$ cat config.mk
export PLATFORM = sky130hd
export DESIGN_NAME = serial_subtractor_32bit
export DESIGN_NICKNAME = d
export VERILOG_FILES = /design/src/rtl/alu_pkg.sv /design/src/rtl/digit_subtractor.sv /design/src/rtl/serial_subtractor_32bit.sv
export SDC_FILE = /design/constraint.sdc
export NUM_CORES = 1
export LEC_CHECK = 0
export CELL_PAD_IN_SITES_DETAIL_PLACEMENT = 2
export CELL_PAD_IN_SITES_GLOBAL_PLACEMENT = 2
export CORE_MARGIN = 3
export CORE_UTILIZATION = 33
export CTS_BUF_LIST = sky130_fd_sc_hd__clkbuf_2 sky130_fd_sc_hd__clkbuf_4 sky130_fd_sc_hd__clkbuf_8
export DETAILED_ROUTE_END_ITERATION = 12
export PLACE_DENSITY = 0.93
export SYNTH_ARGS = -nofsm -noshare
export SYNTH_HDL_FRONTEND = slang
export SYNTH_SLANG_ARGS = --single-unit
$ cat constraint.sdc
create_clock -name clk -period 3.2 [get_ports clk]
set_input_delay 0.48 -clock clk [delete_from_list [all_inputs] [get_ports clk]]
set_output_delay 0.48 -clock clk [all_outputs]
set_load 0.05 [all_outputs]
$ cat src/rtl/alu_pkg.sv
// Shared ALU arithmetic definitions: default widths, sequencer states
// and the add/sub signed-overflow rule.
package alu_pkg;

    localparam int unsigned ALU_WIDTH = 32;
    localparam int unsigned ALU_DIGIT = 4;

    typedef enum logic [1:0] {
        ST_IDLE = 2'd0,
        ST_RUN  = 2'd1,
        ST_DONE = 2'd2
    } sub_state_e;

    // Add overflows on like signs, sub on unlike signs, when the result sign differs from A.
    function automatic logic arith_overflow(
        input logic a_msb,
        input logic b_msb,
        input logic r_msb,
        input logic is_sub
    );
        return (a_msb ^ b_msb ^ ~is_sub) & (r_msb ^ a_msb);
    endfunction

endpackage

$ cat src/rtl/digit_subtractor.sv
// Combinational W-bit subtract slice with borrow in/out.
// Reused every cycle by the serial subtractor.
module digit_subtractor #(
    parameter int unsigned W = 4
) (
    input  logic [W-1:0] a_i,
    input  logic [W-1:0] b_i,
    input  logic         bin_i,
    output logic [W-1:0] d_o,
    output logic         bout_o
);

    logic [W:0] full;

    assign full   = {1'b0, a_i} - {1'b0, b_i} - {{W{1'b0}}, bin_i};
    assign d_o    = full[W-1:0];
    assign bout_o = full[W];

endmodule

$ cat src/rtl/serial_subtractor_32bit.sv
// Multi-cycle A - B - borrow_in, DIGIT bits per clock, LSD first.
// Result and flags are registered on the final digit cycle only.
module serial_subtractor_32bit
    import alu_pkg::*;
#(
    parameter int unsigned WIDTH = ALU_WIDTH,
    parameter int unsigned DIGIT = ALU_DIGIT
) (
    input  logic             clk,
    input  logic             rst_n,
    input  logic             start,
    input  logic [WIDTH-1:0] A,
    input  logic [WIDTH-1:0] B,
    input  logic             borrow_in,
    input  logic             signed_op,
    output logic             busy,
    output logic             done,
    output logic [WIDTH-1:0] diff,
    output logic             borrow_out,
    output logic             overflow,
    output logic             zero
);

    localparam int unsigned NDIG = WIDTH / DIGIT;
    localparam int unsigned CW   = (NDIG > 1) ? $clog2(NDIG) : 1;

    if (WIDTH % DIGIT != 0) begin : g_bad_digit
        $error("DIGIT must divide WIDTH exactly");
    end

    sub_state_e state_q;

    logic [WIDTH-1:0] a_q;
    logic [WIDTH-1:0] b_q;
    logic [WIDTH-1:0] res_q;
    logic [WIDTH-1:0] res_d;
    logic [WIDTH-1:0] diff_q;
    logic [CW-1:0]    cnt_q;
    logic             br_q;
    logic             sgn_q;
    logic             a_msb_q;
    logic             b_msb_q;
    logic             busy_q;
    logic             done_q;
    logic             borrow_q;
    logic             ovf_q;
    logic             zero_q;

    logic [DIGIT-1:0]       dig;
    logic                   bout;
    logic [WIDTH+DIGIT-1:0] cat;
    logic                   last;

    digit_subtractor #(
        .W(DIGIT)
    ) u_dig (
        .a_i   (a_q[DIGIT-1:0]),
        .b_i   (b_q[DIGIT-1:0]),
        .bin_i (br_q),
        .d_o   (dig),
        .bout_o(bout)
    );

    // New digit enters at the top; after NDIG shifts it sits in place.
    assign cat   = {dig, res_q};
    assign res_d = cat[WIDTH+DIGIT-1:DIGIT];
    assign last  = (cnt_q == CW'(NDIG - 1));

    always_ff @(posedge clk or negedge rst_n) begin
        if (!rst_n) begin
            state_q  <= ST_IDLE;
            a_q      <= '0;
            b_q      <= '0;
            res_q    <= '0;
            diff_q   <= '0;
            cnt_q    <= '0;
            br_q     <= 1'b0;
            sgn_q    <= 1'b0;
            a_msb_q  <= 1'b0;
            b_msb_q  <= 1'b0;
            busy_q   <= 1'b0;
            done_q   <= 1'b0;
            borrow_q <= 1'b0;
            ovf_q    <= 1'b0;
            zero_q   <= 1'b0;
        end else begin
            done_q <= 1'b0;
            unique case (state_q)
                ST_IDLE, ST_DONE: begin
                    busy_q <= start;
                    if (start) begin
                        state_q <= ST_RUN;
                        a_q     <= A;
                        b_q     <= B;
                        br_q    <= borrow_in;
                        sgn_q   <= signed_op;
                        a_msb_q <= A[WIDTH-1];
                        b_msb_q <= B[WIDTH-1];
                        cnt_q   <= '0;
                        res_q   <= '0;
                    end else begin
                        state_q <= ST_IDLE;
                    end
                end
                ST_RUN: begin
                    a_q   <= a_q >> DIGIT;
                    b_q   <= b_q >> DIGIT;
                    res_q <= res_d;
                    br_q  <= bout;
                    cnt_q <= cnt_q + CW'(1);
                    if (last) begin
                        state_q  <= ST_DONE;
                        busy_q   <= 1'b0;
                        done_q   <= 1'b1;
                        diff_q   <= res_d;
                        borrow_q <= bout;
                        zero_q   <= (res_d == '0);
                        ovf_q    <= sgn_q & arith_overflow(a_msb_q, b_msb_q,
                                                           res_d[WIDTH-1], 1'b1);
                    end
                end
                default: begin
                    state_q <= ST_IDLE;
                    busy_q  <= 1'b0;
                end
            endcase
        end
    end

    assign busy       = busy_q;
    assign done       = done_q;
    assign diff       = diff_q;
    assign borrow_out = borrow_q;
    assign overflow   = ovf_q;
    assign zero       = zero_q;

endmodule

Word-level counts from Yosys, hierarchy flattened
Index checks and enable logic that the tools add are counted.
{ "op_classes": {"mux": 17, "n_bitwise": 4, "n_reduce_logical": 7, "add_sub_neg": 3, "n_eq_ne": 5} }
{ "ops": {"columns": ["operator", "n"], "rows": [
  ["$pmux 32 s2", 3],
  ["$mux 32", 3],
  ["$logic_not 32->1", 1],
  ["$pmux 3 s2", 1],
  ["$reduce_and 2->1", 3],
  ["$mux 1", 5],
  ["$sub 4x4->5", 1],
  ["$sub 5x1->5", 1],
  ["$ne 2x2->1 const B", 2],
  ["$pmux 1 s2", 2],
  ["$pmux 2 s2", 1],
  ["$add 3x1->3 const B", 1],
  ["$eq 3x3->1 const B", 1],
  ["$mux 3", 1],
  ["$and 1x1->1", 2],
  ["$eq 2x1->1 const B", 1],
  ["$eq 2x2->1 const B", 1],
  ["$logic_not 2->1", 1],
  ["$mux 2", 1],
  ["$reduce_bool 2->1", 1],
  ["$reduce_or 2->1", 1],
  ["$xor 1x1->1", 2]
]} }
{ "totals": {"output_inout_bits": 37, "inputBits": 69, "regBits": 142} }

Longest topological paths before layout
Gate-level depths: netlist of the first run.
{ "logic_depth": {"ltp_word": 5, "mapped_depth": 8} }

Modules after synthesis
From an unflattened synthesis of the first run, not the netlist that was laid out.
{ "hier_totals": {"hier_cells": 542, "hier_area_um2": 5855.6} }
{ "modules_own_cells": {"columns": ["mod", "n_inst", "area_each_um2", "cells_each"], "rows": [
  ["serial_subtractor_32bit", 1, 5647.9, 518],
  ["digit_subtractor", 1, 207.7, 24]
]} }

Least setup slack after synthesis of the first run
OpenSTA, ideal clock, no wires.
{ "synth_path": {"path_type": "reg2reg", "from": "reg b_q[0]", "to": "reg zero_q, in the netlist zero", "setup_time_ps": 92, "path_stages_with_launch": 9, "t_arrival_ps": 2127, "path_slack_ps": 981, "path_cell_list": "dfrtp_1 > inv_1 > fa_1 > inv_1 > fa_1 > nor4b_1 > nand4_1 > or4_1 > o31ai_2"} }
{ "synth_via": {"elab_chain_len": 3} }
{ "synth_lines": {"columns": ["element", "line_no", "source"], "rows": [
  ["start: declaration", "serial_subtractor_32bit.sv:34", "logic [WIDTH-1:0] b_q;"],
  ["start signal: assignment", "serial_subtractor_32bit.sv:107", "b_q <= b_q >> DIGIT;"],
  ["$sub 4x4->5", "digit_subtractor.sv:15", "assign full = {1'b0, a_i} - {1'b0, b_i} - {{W{1'b0}}, bin_i};"],
  ["$sub 5x1->5", "digit_subtractor.sv:15", null],
  ["$logic_not 32->1", "serial_subtractor_32bit.sv:117", "zero_q <= (res_d == '0);"],
  ["end signal: assignment", "serial_subtractor_32bit.sv:117", null],
  ["end: declaration", "serial_subtractor_32bit.sv:47", "logic zero_q;"]
]} }
No other way between the ends.
A chain may end at the register's enable or synchronous reset.

Worst setup path after layout of the first run
Same ends and word-level chain as after synthesis.

==> results of run 1 <==
layout by cell type (no fill, tap or decap), types with 3 or more instances in the layout:
master,n
nor4_1,4
inv_1,13
a21oi_1,7
clkbuf_4,5
nor2_1,57
ha_1,6
a31oi_1,52
a22o_1,32
dfrtp_1,137
clkinv_2,4
buf_4,5
clkbuf_8,20
o21ai_0,13
nand2_1,211
or4_1,4
clkdlybuf4s50_1,104
mux2_2,3
how the worst min path moves through the flow:
stage | startpoint | endpoint | slack, ps | cells past startpoint
floorplan | rst_n | a_msb_q | 180 | 0
global placement | diff[21] | diff[21] | 460 | 2
finish | rst_n | diff[26] | 70 | 1
CTS | rst_n | diff[13] | 90 | 1
detailed placement | a_q[6] | a_q[2] | 470 | 2
global route | rst_n | diff[26] | 110 | 1
layer usage:
metal	routed length, µm	global-route usage	vias up
met2	8890	0.333	101
li1	-	-	2180
met1	6960	0.227	2352
met4	164	0.0543	0
met3	712	0.0453	13
met5	0	0	-
kinds of logic after synthesis:
family                   count (synthesis)  share of synthesized area
buffers and inverters                   55                     0.0375
multiplexers                             3                    0.00592
AND/OR/NAND/NOR                        288                      0.200
adder cells (fa/ha/maj)                  8                     0.0202
XOR/XNOR                                 2                    0.00307
AO/OA/AOI/OAI                          109                      0.132
flip-flops                             137                      0.601
registers in the layout (all words and copies together) (netlist names), 2 cells and up:
signal   count
res_q       28
a_q         32
b_q         32
diff        32
state_q      2
cnt_q        3
critical path, cell delays in order (launching register included):
cell and delay [ps]:
dfrtp_1 380, inv_1 100, fa_1 210, inv_1 60
fa_1 510, nor4b_1 260, nand4_1 110, or4_1 520
o31ai_2 310
cell type report:
class	instances	area (µm²)	area share
multi-input cells	410	2090	0.286
clock buffers	25	313	0.0428
clock inverters	4	20.0	0.00274
well taps	220	275	0.0377
flip-flops and latches	137	3430	0.470
repair buffers	112	1130	0.155
inverters	13	48.8	0.00668
metrics by stage:
| stage | std cells | setup WS, ps |
|---|---|---|
| floorplan | 602 | 981 |
| global placement | 892 | 861 |
| detailed placement | 892 | 667 |
| CTS | 921 | 621 |
| global route | 921 | 497 |
| finish | 921 | 633 |
power by group:
part	internal (µW)	total [µW]	switching, µW
clock network	623	1250	624
registers	2560	3140	585
logic	1420	3850	2430
total	4600	8240	3640
==> impl_metrics.tcl, run 1 <==
set metrics [dict create \
    synth_top_area_cell "dfrtp_1" \
    fin_nets 768 \
    cp.required_ps 3520 \
    syn_to_final_growth_pct 28.0 \
    dpl_cell_area_mm2 0.00697 \
    synth_top_cell_area_share 0.601 \
    synth_most_common_cell "nand2_1" \
    die-area_mm2 0.0189 \
    hold_buffers 0 \
    syn_avg_cell_area_um2 9.48 \
    ioPinCount 106 \
    ys_top_cells_by_area "dfrtp_1 60%, nand2_1 14%, a31oi_1 5.7%" \
    cts_setup_buffers 0 \
    path_clk_slew_ps 70 \
    rr_startpoint "b_q[0]" \
    fill_cells 1811 \
    die-width_um 138 \
    overflow 0 \
    synth.cells.most_frequent "211 x nand2_1, 137 x dfrtp_1, 58 x nor2_1, 52 x a31oi_1, 32 x a22o_1" \
    p_leak_uw 0.00336 \
    avgViaCountPerCell 5.04 \
    fmax_mhz 390 \
    finalSetupTns_ps 0 \
    synth_flop_cell "dfrtp_1" \
    critPathKind "reg -> reg" \
    worst_slew_pin_slew_ps 1080 \
    grt_max_degree 107 \
    max-clock-path-buffers 2 \
    async_reset_ff_frac 1.00 \
    maxSlewViolCount 0 \
    regToRegSetupSlack_ps 630 \
    worstSetupEndpoint "zero" \
    synth_edf_count 0 \
    startpoint "b_q[0]" \
    place.port_buffers 105 \
    num_rows 47 \
    synth_warnings 0 \
    rr_worst_depth 8 \
    slew_headroom 0.278 \
    antenna_left 0 \
    num_vias 4646 \
    end_kind "flop" \
    antenna_found_initial 0 \
    final_area_mm2 0.00730 \
    gp_congestion 0.767 \
    ys_types 30 \
    fin_util 0.436 \
    dp_hpwl_um 11800 \
    clock-sinks 137 \
    gr-usage-all-layers 0.188 \
    drt_iter0_drc 248 \
    synth_cells 602 \
    rsz0062_at_grt "false" \
    start_util 0.341 \
    cts-resized-gates 0 \
    path_max_fanout 3 \
    drive_gt1_frac 0.0699 \
    firstDrtPassIters 4 \
    cellPowerDensity_mw_per_mm2 1130 \
    power.total_uw 8240 \
    cts-root-buf "clkbuf_8" \
    hold_ws_ps 74.8 \
    ir_drop_mv 0.454 \
    grt_pass1_vias 5238 \
    clock_latency_ps 430 \
    fin_crit_ps 2570 \
    ctsHtreeMaxLevel 4 \
    drc 0 \
    grt_pass1_wl_um 27500 \
    antenna_cells 0 \
    wirelength_um 16700 \
    ys_seq_area_frac 0.601 \
    run_status "completed" \
    holdCritPathClass "in -> async" \
    synth-seq-cells 137 \
    core-area_mm2 0.0168 \
    cts-buffers-inserted 17 \
    worst_clock_skew_ps 8.44 \
    fin_crit_sh 0.802 \
    max_cap_violations 0 \
    arrival_ps 2880 \
    startpoint_type "flop" \
    finalHoldViolations 0 \
    cts_tree "yes" \
    reg2reg_to "zero" \
    setup_viol 0 \
    wl_per_cell_um 18.2 \
    synth_nets 679 \
    netlist_area_mm2 0.00571 \
    die_h_um 138 \
]
(Power assumes the default switching activity.)
==> run 2, diff against run 1 <==
--- a/config.mk
+++ b/config.mk
@@ -8,10 +8,10 @@
 export CELL_PAD_IN_SITES_DETAIL_PLACEMENT = 2
 export CELL_PAD_IN_SITES_GLOBAL_PLACEMENT = 2
 export CORE_MARGIN = 3
-export CORE_UTILIZATION = 33
+export CORE_UTILIZATION = 30
 export CTS_BUF_LIST = sky130_fd_sc_hd__clkbuf_2 sky130_fd_sc_hd__clkbuf_4 sky130_fd_sc_hd__clkbuf_8
 export DETAILED_ROUTE_END_ITERATION = 12
-export PLACE_DENSITY = 0.93
+export PLACE_DENSITY = 0.9
 export SYNTH_ARGS = -nofsm -noshare
 export SYNTH_HDL_FRONTEND = slang
 export SYNTH_SLANG_ARGS = --single-unit
==> constraint.sdc (replaced) <==
create_clock -name clk -period 2.2 [get_ports clk]
set_input_delay 0.33 -clock clk [delete_from_list [all_inputs] [get_ports clk]]
set_output_delay 0.33 -clock clk [all_outputs]
set_load 0.05 [all_outputs]
==> run 2 against run 1 <==
- the run now ends with negative setup slack left
- die area rose by 9.5%
- critical path depth did not move
- setup slack got worse by 750 ps
- critical path type unchanged
- largest power group unchanged
- highest routed layer unchanged
==> impl_metrics.tcl, run 2 (synthesis gave the netlist of run 1 again) <==
set metrics [dict create \
    run_status "finished, violations left" \
    violations "negative setup slack" \
    start_util 0.311 \
    die-width_um 144 \
    antenna_left 0 \
    fin_crit_sh 1.06 \
    die_h_um 144 \
    die-area_mm2 0.0207 \
    seqPwrFrac 0.368 \
    ctsHtreeMaxLevel 4 \
    max_cap_violations 0 \
    worst_clock_skew_ps 14.8 \
    end_kind "flop" \
    path_clk_slew_ps 80 \
    grt_pass1_wl_um 29100 \
    maxSlewViolCount 0 \
    drc 0 \
    cp_slowest_cell "fa_2" \
    startpoint "b_q[0]" \
    slew_headroom 0.554 \
    drive_gt1_frac 0.0941 \
    overflow 0 \
    fmax_mhz 431 \
    timing.final.ws_setup_ps -122 \
    power_frac_clock 0.154 \
    arrival_ps 2680 \
    power.total_uw 12500 \
    dp_hpwl_um 12100 \
    rr_startpoint "b_q[0]" \
    grt_max_degree 107 \
    cell_internal_pwr_uw 7030 \
    ioPinCount 106 \
    max-clock-path-buffers 2 \
    cts-root-buf "clkbuf_8" \
    antenna_cells 0 \
    setup_viol 2 \
    preCtsSetupSlack_ps -211 \
    num_rows 49 \
    hold_start "signed_op" \
    final_common_cell "nand2_1" \
    gp_congestion 0.771 \
    wl_per_cell_um 18.8 \
    clock_latency_ps 460 \
    cellPowerDensity_mw_per_mm2 1670 \
    cp.required_ps 2550 \
    firstDrtPassIters 4 \
    final_cell_mix "211 x nand2_1, 137 x dfrtp_1, 103 x clkdlybuf4s50_1" \
    critPathMaxStageDelay_ps 550 \
    cts-buffers-inserted 17 \
    worst_slew_pin_slew_ps 668 \
    fin_crit_ps 2320 \
    path_max_fanout 3 \
    fin_nets 780 \
    swShare 0.439 \
    cts_tree "yes" \
    p_leak_uw 0.00345 \
    crit_chain "inv_2 > fa_2 > inv_2 > fa_2 > nor4b_4 > nand4_1 > or4_4 > o31ai_2" \
    rsz0062_at_grt "true" \
    grt_pass1_vias 5491 \
    core-area_mm2 0.0183 \
    drt_iter0_drc 298 \
    ir_drop_mv 0.487 \
    antenna_found_initial 0 \
    gr-usage-all-layers 0.180 \
    fill_cells 1979 \
    critPathKind "reg -> reg" \
    switching_power_uw 5490 \
    avgViaCountPerCell 5.12 \
    holdCritPathClass "in -> reg" \
    startpoint_type "flop" \
    place.port_buffers 105 \
    finalHoldViolations 0 \
    num_vias 4822 \
    combPwrFrac 0.478 \
    syn_to_final_growth_pct 31.5 \
    clock-sinks 137 \
    wirelength_um 17700 \
]
-- run 2: cell count changes in the layout (fill, tap and decap cells not counted), moves of 2 or more --
cell / change
inv_1: -3
fa_1: -2
buf_4: +8
fa_2: +2
buf_12: +3
inv_2: +3
-- run 2: critical path: cells and delay by family, from the launching register on --
kind                       cells  cell delay, ps
DFF                            1             380
buffers and inverters          2             140
and+or+nand+nor                3             730
adders and majority gates      2             800
AOI/OAI and AO/OA              1             190
-- run 2: layer usage --
layer	vias up	share of wire	global-route usage
met1	2462	0.41	0.216
met4	0	0.018	0.0619
met5	-	0	0
met2	116	0.53	0.317
met3	29	0.042	0.0416
li1	2215	-	-
-- run 2: cell type report --
cell class                      instances  area [µm²]  area share
Sequential cell                       137        3430       0.457
Multi-Input combinational cell        410        2130       0.283
Timing Repair Buffer                  124        1260       0.168
Clock buffer                           24         305      0.0407
Tap cell                              229         287      0.0382
Inverter                               13        48.8     0.00650
Clock inverter                          4        45.0     0.00600
-- run 2: final timing paths --
path / cells after the start / slack [ps] / endpoint
min in group asynchronous: 2 / 440 / done
worst min-delay path: 3 / 410 / sgn_q
worst min register to register: 2 / 480 / diff[7]
worst max register to register: 8 / -120 / zero
max in group asynchronous: 3 / 1060 / a_q[30]
worst max-delay path: 8 / -120 / zero
-- run 2: through the flow --
step	TNS (ps)	hold slack, ps	instances	utilization	area (µm²)
after floorplan	0	34.4	602	-	5710
after global placement	-75.3	340	908	0.386	7080
after detailed placement	-223	359	908	0.386	7080
after CTS	-170	384	939	0.407	7470
after global routing	-314	424	941	0.409	7500
final	-151	413	941	0.409	7500
-- run 2: timing repair --
action	4_1_cts	5_1_grt
hold buffers	1	0
endpoints found under the setup margin	2	3
hold endpoints to repair	57	0
setup buffers	2	2
gates resized for setup	6	4
pin swaps	4	3
-- run 2: power by group through the flow --
stage                     registers (µW)  clock network, µW  logic (µW)
after global placement              4520                  0        5430
after CTS                           4620               1980        5980
final                               4610               1930        5990
after global routing                4780               2100        6630
after detailed placement            4640                  0        5800
after floorplan                     5370                  0        2890
==> variant, RTL diff (config.mk and constraints of run 1) <==
Make the reset (`rst_n`) synchronous in one clocked block.
--- a/src/rtl/serial_subtractor_32bit.sv
+++ b/src/rtl/serial_subtractor_32bit.sv
@@ -68,3 +68,3 @@
 
-    always_ff @(posedge clk or negedge rst_n) begin
+    always_ff @(posedge clk) begin
         if (!rst_n) begin
Formal check against the unedited RTL: differs if rst_n is asserted again (counterexample within 4 cycles, from zero or initial values and one cycle with rst_n low); with rst_n held inactive, the same outputs for 10 cycles.
==> variant against run 1 <==
- count of clock-buffer cells in the layout shrank 7
- setup slack gained 0.096 ns
- synthesized cell count shrank 0.17%
- critical path depth shrank 1
- area after synthesis shrank 5.6%
- final area shrank 3.9%
- utilization grew 0.47 points
- sequential cell count grew 1
- routed wire length grew 6.2%
- largest cell class unchanged
Power is not compared: it rests on default switching activity, and its combinational part moved more than twofold at a synthesized area within 25%.
==> variant: results <==
export IMPL_status="complete, no violations"
export IMPL_skew_ns=0.0189
export IMPL_grt_util_met3=0.0559
export IMPL_hpwl_um=12000
export IMPL_postCtsSetupBuffers=0
export IMPL_crit_slowest_cell="fa_1"
export IMPL_synth_area_leader_cell="dfxtp_1"
export IMPL_area_share_clock_buf_inv=0.0595
export IMPL_drt_initial_drc_count=324
export IMPL_grt_pass1_wl_um=29200
export IMPL_synth_cell_type_count=36
export IMPL_clock_buffers=18
export IMPL_antenna_cells=0
export IMPL_multi_input_area_um2=2410
export IMPL_h_tree_depth=4
export IMPL_synthFlopType="dfxtp_1"
export IMPL_place_congestion=0.781
export IMPL_nonClkBufAreaFrac=0.161
export IMPL_grt_pass1_vias=5446
export IMPL_syn_num_nets=680
export IMPL_ys_seq_area_frac=0.513
export IMPL_cts_path_max_buffers=2
export IMPL_hp_class="reg -> reg"
export IMPL_layout_drive_gt1_share=0.0701
export IMPL_synth_warnings=0
export IMPL_fill_cells=1739
export IMPL_drt_total_wl_um=17800
export IMPL_fin_nets=765
export IMPL_grtUsageTotal=0.205
export IMPL_grt_use_met2=0.369
export IMPL_synth_seq_cells=138
export IMPL_seqAreaFraction=0.394
export IMPL_crit_family="adder cells"
export IMPL_cellLeakagePower_nw=2.50
export IMPL_clock_latency_ns=0.47
export IMPL_yosys_top_cells_count="dfxtp_1, nor2_1, nand2_1"
export IMPL_via_count=4848
export IMPL_relSlewSlack=0.401
export IMPL_met1_usage=0.238
export IMPL_synth_area_leaders="dfxtp_1, o221ai_1, nor2_1, nand2_1, a22oi_1"
export IMPL_numCtsBuffers=17
export IMPL_worstPathArrival_ns=2.86
export IMPL_grt_max_degree=95
export IMPL_drtAntennaViolNets=0
export IMPL_portBuffers=105
export IMPL_path_clk_slew_ns=0.08
export IMPL_inverters=8
export IMPL_nMultiInputCombCells=405
export IMPL_antenna_found_initial=0
export IMPL_ys_async_sr_fraction=0
export IMPL_max_stage_delay_ns=0.44
export IMPL_signal_buffers=116
-- variant: cell types whose count changed after synthesis, sizes merged, moves of 38 or more --
cell / before / now
nor2b: 2 / 40
dfrtp: 137 / 0
o221ai: 0 / 56
nor2: 58 / 111
nand2: 211 / 74
dfxtp: 0 / 138
a31oi: 52 / 0
-- variant: metal layers --
metal	wire length, um	vias up
met5	0	-
met4	296	0
met3	972	27
met2	9230	139
met1	7260	2407
li1	-	2275
-- variant: through the flow --
stage	setup WS, ns	total power, mW	cell area [um2]	hold WS (ns)	instances
floorplan	0.913	2.22	5390	0.436	601
global placement	0.847	2.39	6600	0.451	883
detailed placement	0.720	2.45	6600	0.460	883
CTS	0.703	3.97	7020	0.472	915
global route	0.598	4.13	7020	0.497	915
finish	0.729	3.93	7020	0.468	915
-- variant: logic make-up after synthesis --
family / after synthesis / synth area share
AO/OA/AOI/OAI: 140 / 0.205
XOR/XNOR: 4 / 0.00650
adder cells (fa/ha/maj): 10 / 0.0260
buffers and inverters: 58 / 0.0423
flip-flops: 138 / 0.513
multiplexers: 1 / 0.00186
AND/OR/NAND/NOR: 250 / 0.206
-- variant: tightest hold or removal path, cell delays in order, from the launching register on --
cell      delay (ns)
dfxtp_1         0.31
nand2_1         0.05
a21boi_0        0.06
-- variant: worst paths after layout --
kind	start	endpoint	slack, ns	cells after the start
hold reg to reg	diff[3]	diff[3]	0.47	2
hold / removal	diff[3]	diff[3]	0.47	2
setup reg to reg	b_q[0]	zero	0.73	7
setup / recovery	b_q[0]	zero	0.73	7
-- variant: power by group --
group / switching [mW] / internal [mW] / leakage [nW]
combinational: 0.308 / 0.234 / 1.17
sequential: 0.0661 / 1.81 / 1.13
clock: 0.722 / 0.792 / 0.201
